<file path="src/rtl/rgb_seq_pkg.sv">
// rgb_seq_pkg: state encoding, channel field positions and palette defaults for the fade sequencer
package rgb_seq_pkg;
  typedef enum logic [2:0] {IDLE, LOAD, FADE_WAIT, UPD_R, UPD_G, UPD_B, HOLD} seq_state_e;
  localparam int CH_R = 2;
  localparam int CH_G = 1;
  localparam int CH_B = 0;
  function automatic logic [2:0] default_mask(input int i);
    return i == 0 ? 3'b100 : i == 1 ? 3'b010 : i == 2 ? 3'b001 : 3'b000;
  endfunction
endpackage

</file>
<file path="src/rtl/rgb_step_unit.sv">
// rgb_step_unit: moves each of three channels one count toward its target and flags when all match
module rgb_step_unit #(
  parameter int W = 9
) (
  input  logic [3*W-1:0] cur,
  input  logic [3*W-1:0] tgt,
  output logic [3*W-1:0] nxt,
  output logic           eq
);
  for (genvar c = 0; c < 3; c++) begin : g_ch
    logic [W-1:0] a, b;
    assign a = cur[c*W +: W];
    assign b = tgt[c*W +: W];
    assign nxt[c*W +: W] = a < b ? a + 1'b1 : a > b ? a - 1'b1 : a;
  end
  assign eq = cur == tgt;
endmodule

</file>
<file path="src/rtl/rgb_fade_sequencer.sv">
// rgb_fade_sequencer: walks a writable palette, fading toward each entry and emitting R/G/B write bursts
module rgb_fade_sequencer
  import rgb_seq_pkg::*;
#(
  parameter int R          = 8,
  parameter int N_COLORS   = 4,
  parameter int STEP_DIV   = 1000,
  parameter int HOLD_STEPS = 256,
  localparam int IW        = $clog2(N_COLORS),
  localparam int W         = R + 1
) (
  input  logic            clk_i,
  input  logic            rst_i,
  input  logic            en_i,
  input  logic            pal_we_i,
  input  logic [IW-1:0]   pal_addr_i,
  input  logic [3*W-1:0]  pal_data_i,
  output logic [2:0]      change_color_o,
  output logic [W-1:0]    color_intencity_o,
  output logic            busy_o,
  output logic [IW-1:0]   color_idx_o,
  output logic            wrap_o
);
  localparam int CW = $clog2(HOLD_STEPS * STEP_DIV) + 1;
  localparam logic [W-1:0] MAX = W'(2 ** R);
  localparam logic [CW-1:0] DIV_LOAD = CW'(STEP_DIV - 1);
  localparam logic [CW-1:0] HOLD_LOAD = CW'(HOLD_STEPS * STEP_DIV - 1);
  localparam logic [IW:0] NC = (IW + 1)'(N_COLORS);
  localparam logic [IW-1:0] LAST = IW'(N_COLORS - 1);

  function automatic logic [3*W-1:0] default_entry(input int i);
    logic [2:0] m;
    default_entry = '0;
    m = default_mask(i);
    for (int c = 0; c < 3; c++) default_entry[c*W +: W] = m[c] ? MAX : '0;
  endfunction

  logic [3*W-1:0] pal [N_COLORS];
  logic [3*W-1:0] cur, tgt, nxt;
  logic           eq;
  logic [IW-1:0]  idx;
  logic [CW-1:0]  cnt;
  seq_state_e     state;

  rgb_step_unit #(.W(W)) u_step (.cur(cur), .tgt(tgt), .nxt(nxt), .eq(eq));

  assign busy_o = state != IDLE;
  assign color_idx_o = idx;

  always_ff @(posedge clk_i or posedge rst_i)
    if (rst_i)
      for (int i = 0; i < N_COLORS; i++) pal[i] <= default_entry(i);
    else if (pal_we_i && {1'b0, pal_addr_i} < NC)
      pal[pal_addr_i] <= pal_data_i;

  // outputs are registered on the transition into each UPD_* state so strobes line up with the state
  always_ff @(posedge clk_i or posedge rst_i)
    if (rst_i) begin
      state <= IDLE;
      idx <= '0;
      cur <= '0;
      tgt <= '0;
      cnt <= '0;
      change_color_o <= '0;
      color_intencity_o <= '0;
      wrap_o <= 1'b0;
    end else begin
      change_color_o <= '0;
      wrap_o <= 1'b0;
      case (state)
        IDLE: if (en_i) state <= LOAD;
        LOAD: begin
          tgt <= pal[idx];
          cnt <= DIV_LOAD;
          state <= FADE_WAIT;
        end
        FADE_WAIT:
          if (!en_i) state <= IDLE;
          else if (cnt != '0) cnt <= cnt - 1'b1;
          else begin
            cur <= nxt;
            change_color_o <= 3'b001;
            color_intencity_o <= nxt[CH_R*W +: W];
            state <= UPD_R;
          end
        UPD_R: begin
          change_color_o <= 3'b010;
          color_intencity_o <= cur[CH_G*W +: W];
          state <= UPD_G;
        end
        UPD_G: begin
          change_color_o <= 3'b100;
          color_intencity_o <= cur[CH_B*W +: W];
          state <= UPD_B;
        end
        UPD_B: begin
          state <= !en_i ? IDLE : eq ? HOLD : FADE_WAIT;
          cnt <= eq ? HOLD_LOAD : DIV_LOAD;
        end
        HOLD:
          if (!en_i) state <= IDLE;
          else if (cnt != '0) cnt <= cnt - 1'b1;
          else begin
            idx <= idx == LAST ? '0 : idx + 1'b1;
            wrap_o <= idx == LAST;
            state <= LOAD;
          end
        default: state <= IDLE;
      endcase
    end
endmodule

</file>
<file path="config.mk">
export PLATFORM = sky130hd
export DESIGN_NAME = rgb_fade_sequencer
export DESIGN_NICKNAME = d
export VERILOG_FILES = /design/src/rtl/rgb_seq_pkg.sv /design/src/rtl/rgb_step_unit.sv /design/src/rtl/rgb_fade_sequencer.sv
export SDC_FILE = /design/constraint.sdc
export NUM_CORES = 1
export LEC_CHECK = 0
export CORE_UTILIZATION = 55
export CTS_BUF_LIST = sky130_fd_sc_hd__clkbuf_8
export DETAILED_ROUTE_END_ITERATION = 8
export HOLD_SLACK_MARGIN = 0.15
export PLACE_DENSITY = 0.74
export SLEW_MARGIN = 25
export SYNTH_ARGS = -nofsm -noshare
export SYNTH_HDL_FRONTEND = slang
export SYNTH_SLANG_ARGS = --single-unit
</file>
<file path="constraint.sdc">
create_clock -name clk_i -period 9.78 [get_ports clk_i]
set_clock_uncertainty 0.1 [all_clocks]
set_input_delay 1.956 -clock clk_i [delete_from_list [all_inputs] [get_ports clk_i]]
set_output_delay 1.956 -clock clk_i [all_outputs]
set_load 0.01 [all_outputs]
</file>
==> results of run 1 <==
## stage by stage
step,area [sq um],cells
after global routing,11200,1134
after CTS,11200,1134
after floorplan,10100,853
after global placement,10800,1102
after detailed placement,10800,1102
final,11200,1134
## critical path, delay by kind of cell
kind / cells / cell delay, ps
compound gates: 1 / 150
xor+xnor: 1 / 150
buf+inv: 3 / 1300
simple gates: 3 / 830
## where the power goes
group	switching [uW]	internal, uW
logic	303	259
clock network	316	228
registers	75.7	976
total	695	1460
## synthesized netlist by cell type, types with 5 or more instances
master,n,area [sq um]
nand3_1,16,80.1
a21oi_1,21,105
inv_1,45,169
xor2_1,22,193
o21a_1,5,37.5
mux2_2,118,1330
nor2b_1,6,37.5
o21ai_0,57,285
nand4b_1,5,43.8
o211ai_1,5,37.5
nand4_1,9,56.3
nor2_1,43,161
nand3b_1,5,37.5
clkbuf_1,32,120
dfrtp_1,196,4900
buf_2,5,25.0
nand2_1,60,225
or3_1,5,31.3
ha_1,46,576
mux4_2,27,608
a31oi_1,6,37.5
xnor2_1,21,184
nor3_1,19,95.1
a22oi_1,17,128
## layout make-up
class | count | area [sq um] | area share, %
tap | 229 | 287 | 2.56
inverter | 45 | 176 | 1.57
timing repair buffer | 60 | 574 | 5.13
sequential | 199 | 4980 | 44.5
clock inverter | 13 | 150 | 1.34
clock buffer | 19 | 262 | 2.33
multi-input combinational | 569 | 4770 | 42.6
## sequential cells by signal (all words and copies together) (netlist names)
name,flops
pal,108
cur,27
tgt,27
cnt,19
color_intencity_o,9
change_color_o,3
state,3
color_idx_o,2
wrap_o,1
## routing by layer
metal  vias to the layer above  GRT usage (%)
li1                       3146              -
met1                      3256           31.4
met2                       109           34.9
met3                        20           3.83
met4                         0           7.26
met5                         -              0
## cell families after synthesis
family	synth area share, %
flip-flops	49.5
AND/OR/NAND/NOR	9.39
multiplexers	19.3
AO/OA/AOI/OAI	8.66
buffers and inverters	3.30
adder cells (fa/ha/maj)	6.11
XOR/XNOR	3.74
## path summary, 6_finish.rpt
path | start | endpoint | slack (ps) | cells after the start
max in group asynchronous | rst_i | tgt[14] | 6440 | 3
worst max-delay path | en_i | cur[17] | 5710 | 8
worst max register to register | cur[0] | cur[8] | 6060 | 15
worst min-delay path | cnt[17] | cnt[17] | 410 | 2
worst min register to register | cnt[17] | cnt[17] | 410 | 2
min in group asynchronous | rst_i | pal[34] | 1920 | 2
## cells in the final DEF, fill, tap and decap left out, types with 5 or more instances in the layout
cell	synthesis	final
buf_4	0	11
o211ai_1	5	5
a21oi_1	21	21
dfrtp_1	196	195
nor2_1	43	42
o21a_1	5	5
nand3b_1	5	5
mux2_2	118	118
clkbuf_8	0	19
xor2_1	22	22
clkdlybuf4s50_1	0	48
a22oi_1	17	17
nor2b_1	6	6
xnor2_1	21	21
nand4_1	9	9
nand3_1	16	16
or3_1	5	5
nor3_1	19	19
inv_8	0	6
nand2_1	60	60
mux4_2	27	27
a31oi_1	6	6
inv_1	45	44
ha_1	46	46
o21ai_0	57	57
nand4b_1	5	5
==> metrics.md, run 1 <==
| Metric | Value |
|---|---|
| Outcome | finished clean |
| Longest Clk Path Bufs | 2 |
| Final hold violations | 0 |
| Max_slew headroom | 33.6% |
| Metal1 wirelength | 9390 um |
| Worst Tran Pin Value | 990 ps |
| CTS Hold Bufs | 0 |
| Met3 WL | 612 um |
| Global-route wire length before repair | 31,800 um |
| CP Capture Type | register |
| Synthesized area per cell | 11.8 sq um |
| Worst vdd ir | 0.131 mV |
| Synthesis Warnings | 0 |
| Starting DRT DRC Count | 419 |
| Setup TNS | 0 ps |
| Drt pass-1 iters | 4 |
| RSZ-0062 raised after global routing | false |
| Fin util | 62.4% |
| H-Tree Depth | 4 |
| Clock Sinks | 199 |
| Share of cells above drive strength 1 | 22.4% |
| Root buffer cell | clkbuf_8 |
| Drt drc | 0 |
| Post-CTS setup buffer count | 0 |
| Ys flop type | dfrtp_1 |
| Total power | 2160 uW |
| Ys async rst share | 100% |
| CP Launch Type | input pin |
| Number of flops mapped to enable cells by yosys | 0 |
| Final wirelength | 19,300 um |
| Initial antenna violation count | 0 |
| Crit Path Max Fanout | 23 |
| ANT cells | 0 |
| Nets | 973 |
| Netlist cell types | 57 |
| Via count | 6,531 |
| Final period utilization | 41.6% |
| PwrDens | 193 mW/mm^2 |
| Slowest stage delay, CP | 600 ps |
| Area delta synth->final | 11.2% |
| Hold WS | 411 ps |
| Placement Setup Slack | 5220 ps |
| Critical path data required time | 10,090 ps |
| Final worst-path setup slack | 5710 ps |
| Crit path DAT | 4390 ps |
| Worst-skew pair later-pin latency | 490 ps |
| Drt wl/cell | 17.1 um |
| Top Layer Used | met4 |
| Row count | 49 |
| Met2 wire length | 9080 um |
| GRT Overall Usage | 22.2% |
| Die span in y | 137 um |
| Initial core utilization | 56.1% |
| Sequential area share after synthesis | 49.5% |
| Die area | 0.0189 sq mm |
| Top Ports | 49 |
| #FFs+latches synth | 199 |
| CORE AREA | 0.0180 sq mm |
| Post-Synthesis Cells | 853 |
| Leakage power | 0.00482 uW |
| Placer Congestion | 0.803 |
| Max_cap viols | 0 |
| Max-slew violations | 0 |
| Fill cells | 1,412 |
| Number of global-route vias before repair | 6,356 |
| Worst Hold Class | register to register |
| Dpl hpwl | 13,000 um |
| Synthesized area | 0.0101 sq mm |
| Post_cts resized | 0 |
| Port Buffers | 48 |
| Setup violations, final | 0 |
| Total gr overflow | 0 |
| Vias/cell | 5.76 |
| CTS tree | built |
| CTS buffer count | 17 |
| Fmax | 246 MHz |
| CP Class | input pin to register |
| Syn nets | 934 |
| CP Cell Sequence | clkdlybuf4s50_1 -> nand2_1 -> or4_4 -> inv_1 -> o31ai_1 -> buf_4 -> nor2_1 -> xor2_1 |
| Post-route ant nets | 0 |
| Largest net degree at the start of global routing | 120 |
| Clk slew on worst S/H paths | 100 ps |
| Die Wd | 137 um |
| Slowest cell on the critical path | clkdlybuf4s50_1 |
| Min Clock Period, post-route | 4070 ps |
Power figures use the tool's default switching activity.
==> inputs of run 2 (changes only) <==
- PLACE_DENSITY: 0.74 -> 0.77
- clock period: 9.78 -> 3.6 ns (I/O delays scaled with it)
==> run 2 against run 1 <==
Against the previous run:
- setup slack worse by 5400 ps
- highest routed layer unchanged
- total power grew to 2.7 times the previous value
- critical endpoint is now cur[16]
- design area is 1.2% higher
- via count is 1.9% higher
==> metrics.md, run 2 (synthesis gave the netlist of run 1 again) <==
| Metric | Value |
|---|---|
| Outcome | finished clean |
| Clk slew on worst S/H paths | 110 ps |
| Max_cap viols | 0 |
| Register Area | 0.00498 sq mm |
| Placed cells | 1,114 |
| CORE AREA | 0.0180 sq mm |
| Global-route wire length before repair | 33,400 um |
| Total gr overflow | 0 |
| Via count | 6,658 |
| RSZ-0062 raised after global routing | false |
| Final wirelength | 20,000 um |
| Worst vdd ir | 0.355 mV |
| Fin cells | 1,147 |
| Leakage power | 0.00490 uW |
| Drt drc | 0 |
| Worst Tran Pin Value | 744 ps |
| ANT cells | 0 |
| Longest Clk Path Bufs | 2 |
| Fill cells | 1,424 |
| Min Clock Period, post-route | 3310 ps |
| Max-slew violations | 0 |
| Die area | 0.0189 sq mm |
| Starting DRT DRC Count | 372 |
| Share of cells above drive strength 1 | 23.6% |
| Area delta synth->final | 12.6% |
| Dpl hpwl | 13,700 um |
| Worst-skew pair later-pin latency | 490 ps |
| CP Capture Type | register |
| Placer Congestion | 0.876 |
| Number of global-route vias before repair | 6,671 |
| Die span in y | 137 um |
| Root buffer cell | clkbuf_8 |
| Worst Hold Class | register to register |
| Port Buffers | 48 |
| Die Wd | 137 um |
| Max reg flops | 108 |
| Row count | 49 |
| Clock Sinks | 199 |
| Final hold violations | 0 |
| Most common library cell in the layout ignoring fill and taps | dfrtp_1 |
| Most frequent cells in the layout | dfrtp_1 (195), mux2_2 (118), nand2_1 (60) |
| Top Registers | pal: 108 flops, cur: 27 flops, tgt: 27 flops |
| Largest net degree at the start of global routing | 69 |
| Post-route ant nets | 0 |
| Final period utilization | 91.9% |
| Crit path DAT | 3580 ps |
| PwrDens | 521 mW/mm^2 |
| Setup TNS | 0 ps |
| Fmax | 302 MHz |
| CTS buffer count | 17 |
| Initial core utilization | 56.1% |
| Critical path data required time | 3870 ps |
| Top reg by flops | pal |
| CTS tree | built |
| Max_slew headroom | 50.2% |
| Drt pass-1 iters | 5 |
| Crit Path Max Fanout | 5 |
| Nets | 986 |
| CP Class | register to register |
| Setup violations, final | 0 |
| H-Tree Depth | 4 |
| CP Launch Type | register |
| Top Ports | 49 |
| Drt wl/cell | 17.4 um |
| Initial antenna violation count | 0 |
| Vias/cell | 5.80 |
| GRT Overall Usage | 23.1% |
| Multi-input gate area | 0.00477 sq mm |
## run 2: cell types whose count changed in the layout (fill, tap and decap cells not counted), moves of 2 or more
cell	change
buf_12	+3
buf_4	+11
clkbuf_8	-2
clkinv_8	+3
inv_8	-3
## run 2: worst paths after layout
path                       startpoint       to  slack [ps]  depth (start not counted)
max                           cur[10]  cur[16]         290                         13
min                           pal[32]  pal[32]         410                          1
max reg2reg                   cur[10]  cur[16]         290                         13
min reg2reg                   pal[32]  pal[32]         410                          1
max in group asynchronous       rst_i  pal[71]        2000                          3
min in group asynchronous       rst_i   cur[0]         590                          2
## run 2: critical path, stage by stage (launching register included)
cell	delay, ps
dfrtp_1	440
ha_1	330
nor2b_1	150
o211ai_1	160
a21oi_1	100
a2111oi_2	410
inv_1	190
ha_1	370
o21a_1	200
a21oi_1	210
o21bai_1	90
a21oi_1	210
xor2_1	170
o21ai_0	90
## run 2: metal layers
metal	global-route usage, %	part of all wire [%]	wire [um]	up-vias
met2	36.7	47	9480	107
met5	0	0	0	-
met4	6.11	1.3	256	0
met1	32.8	48	9610	3362
li1	-	-	-	3169
met3	4.30	3.3	651	20
## run 2: through the flow
step	cell area, sq um	total power (uW)	util [%]	worst slack [ps]	hold slack [ps]
after CTS	11300	5940	63.1	177	412
after global routing	11300	6260	63.1	29.0	429
after global placement	10900	4390	60.7	311	382
final	11300	5910	63.1	290	411
after floorplan	10100	3990	-	84.1	370
after detailed placement	10900	4460	60.7	204	388
## run 2: area by class of cell
class | instances | share of cell area, %
flip-flops and latches | 199 | 44.0
clock buffers | 17 | 2.06
clock inverters | 15 | 1.61
repair buffers | 73 | 6.22
well taps | 229 | 2.53
multi-input cells | 569 | 42.1
inverters | 45 | 1.52
## run 2: power by group
part,internal [uW],switching [uW],total (uW),leakage (uW)
sequential,2650,203,2850,0.00245
clock,589,876,1470,0.000212
combinational,737,851,1590,0.00224
total,3980,1930,5910,0.00490
## run 2: timing repair
item                       in CTS  in global routing
setup endpoints to repair       0                  2
hold endpoints to repair        0                  0
hold buffers                    0                  0
buffers inserted                0                  1
resized for setup               0                  1
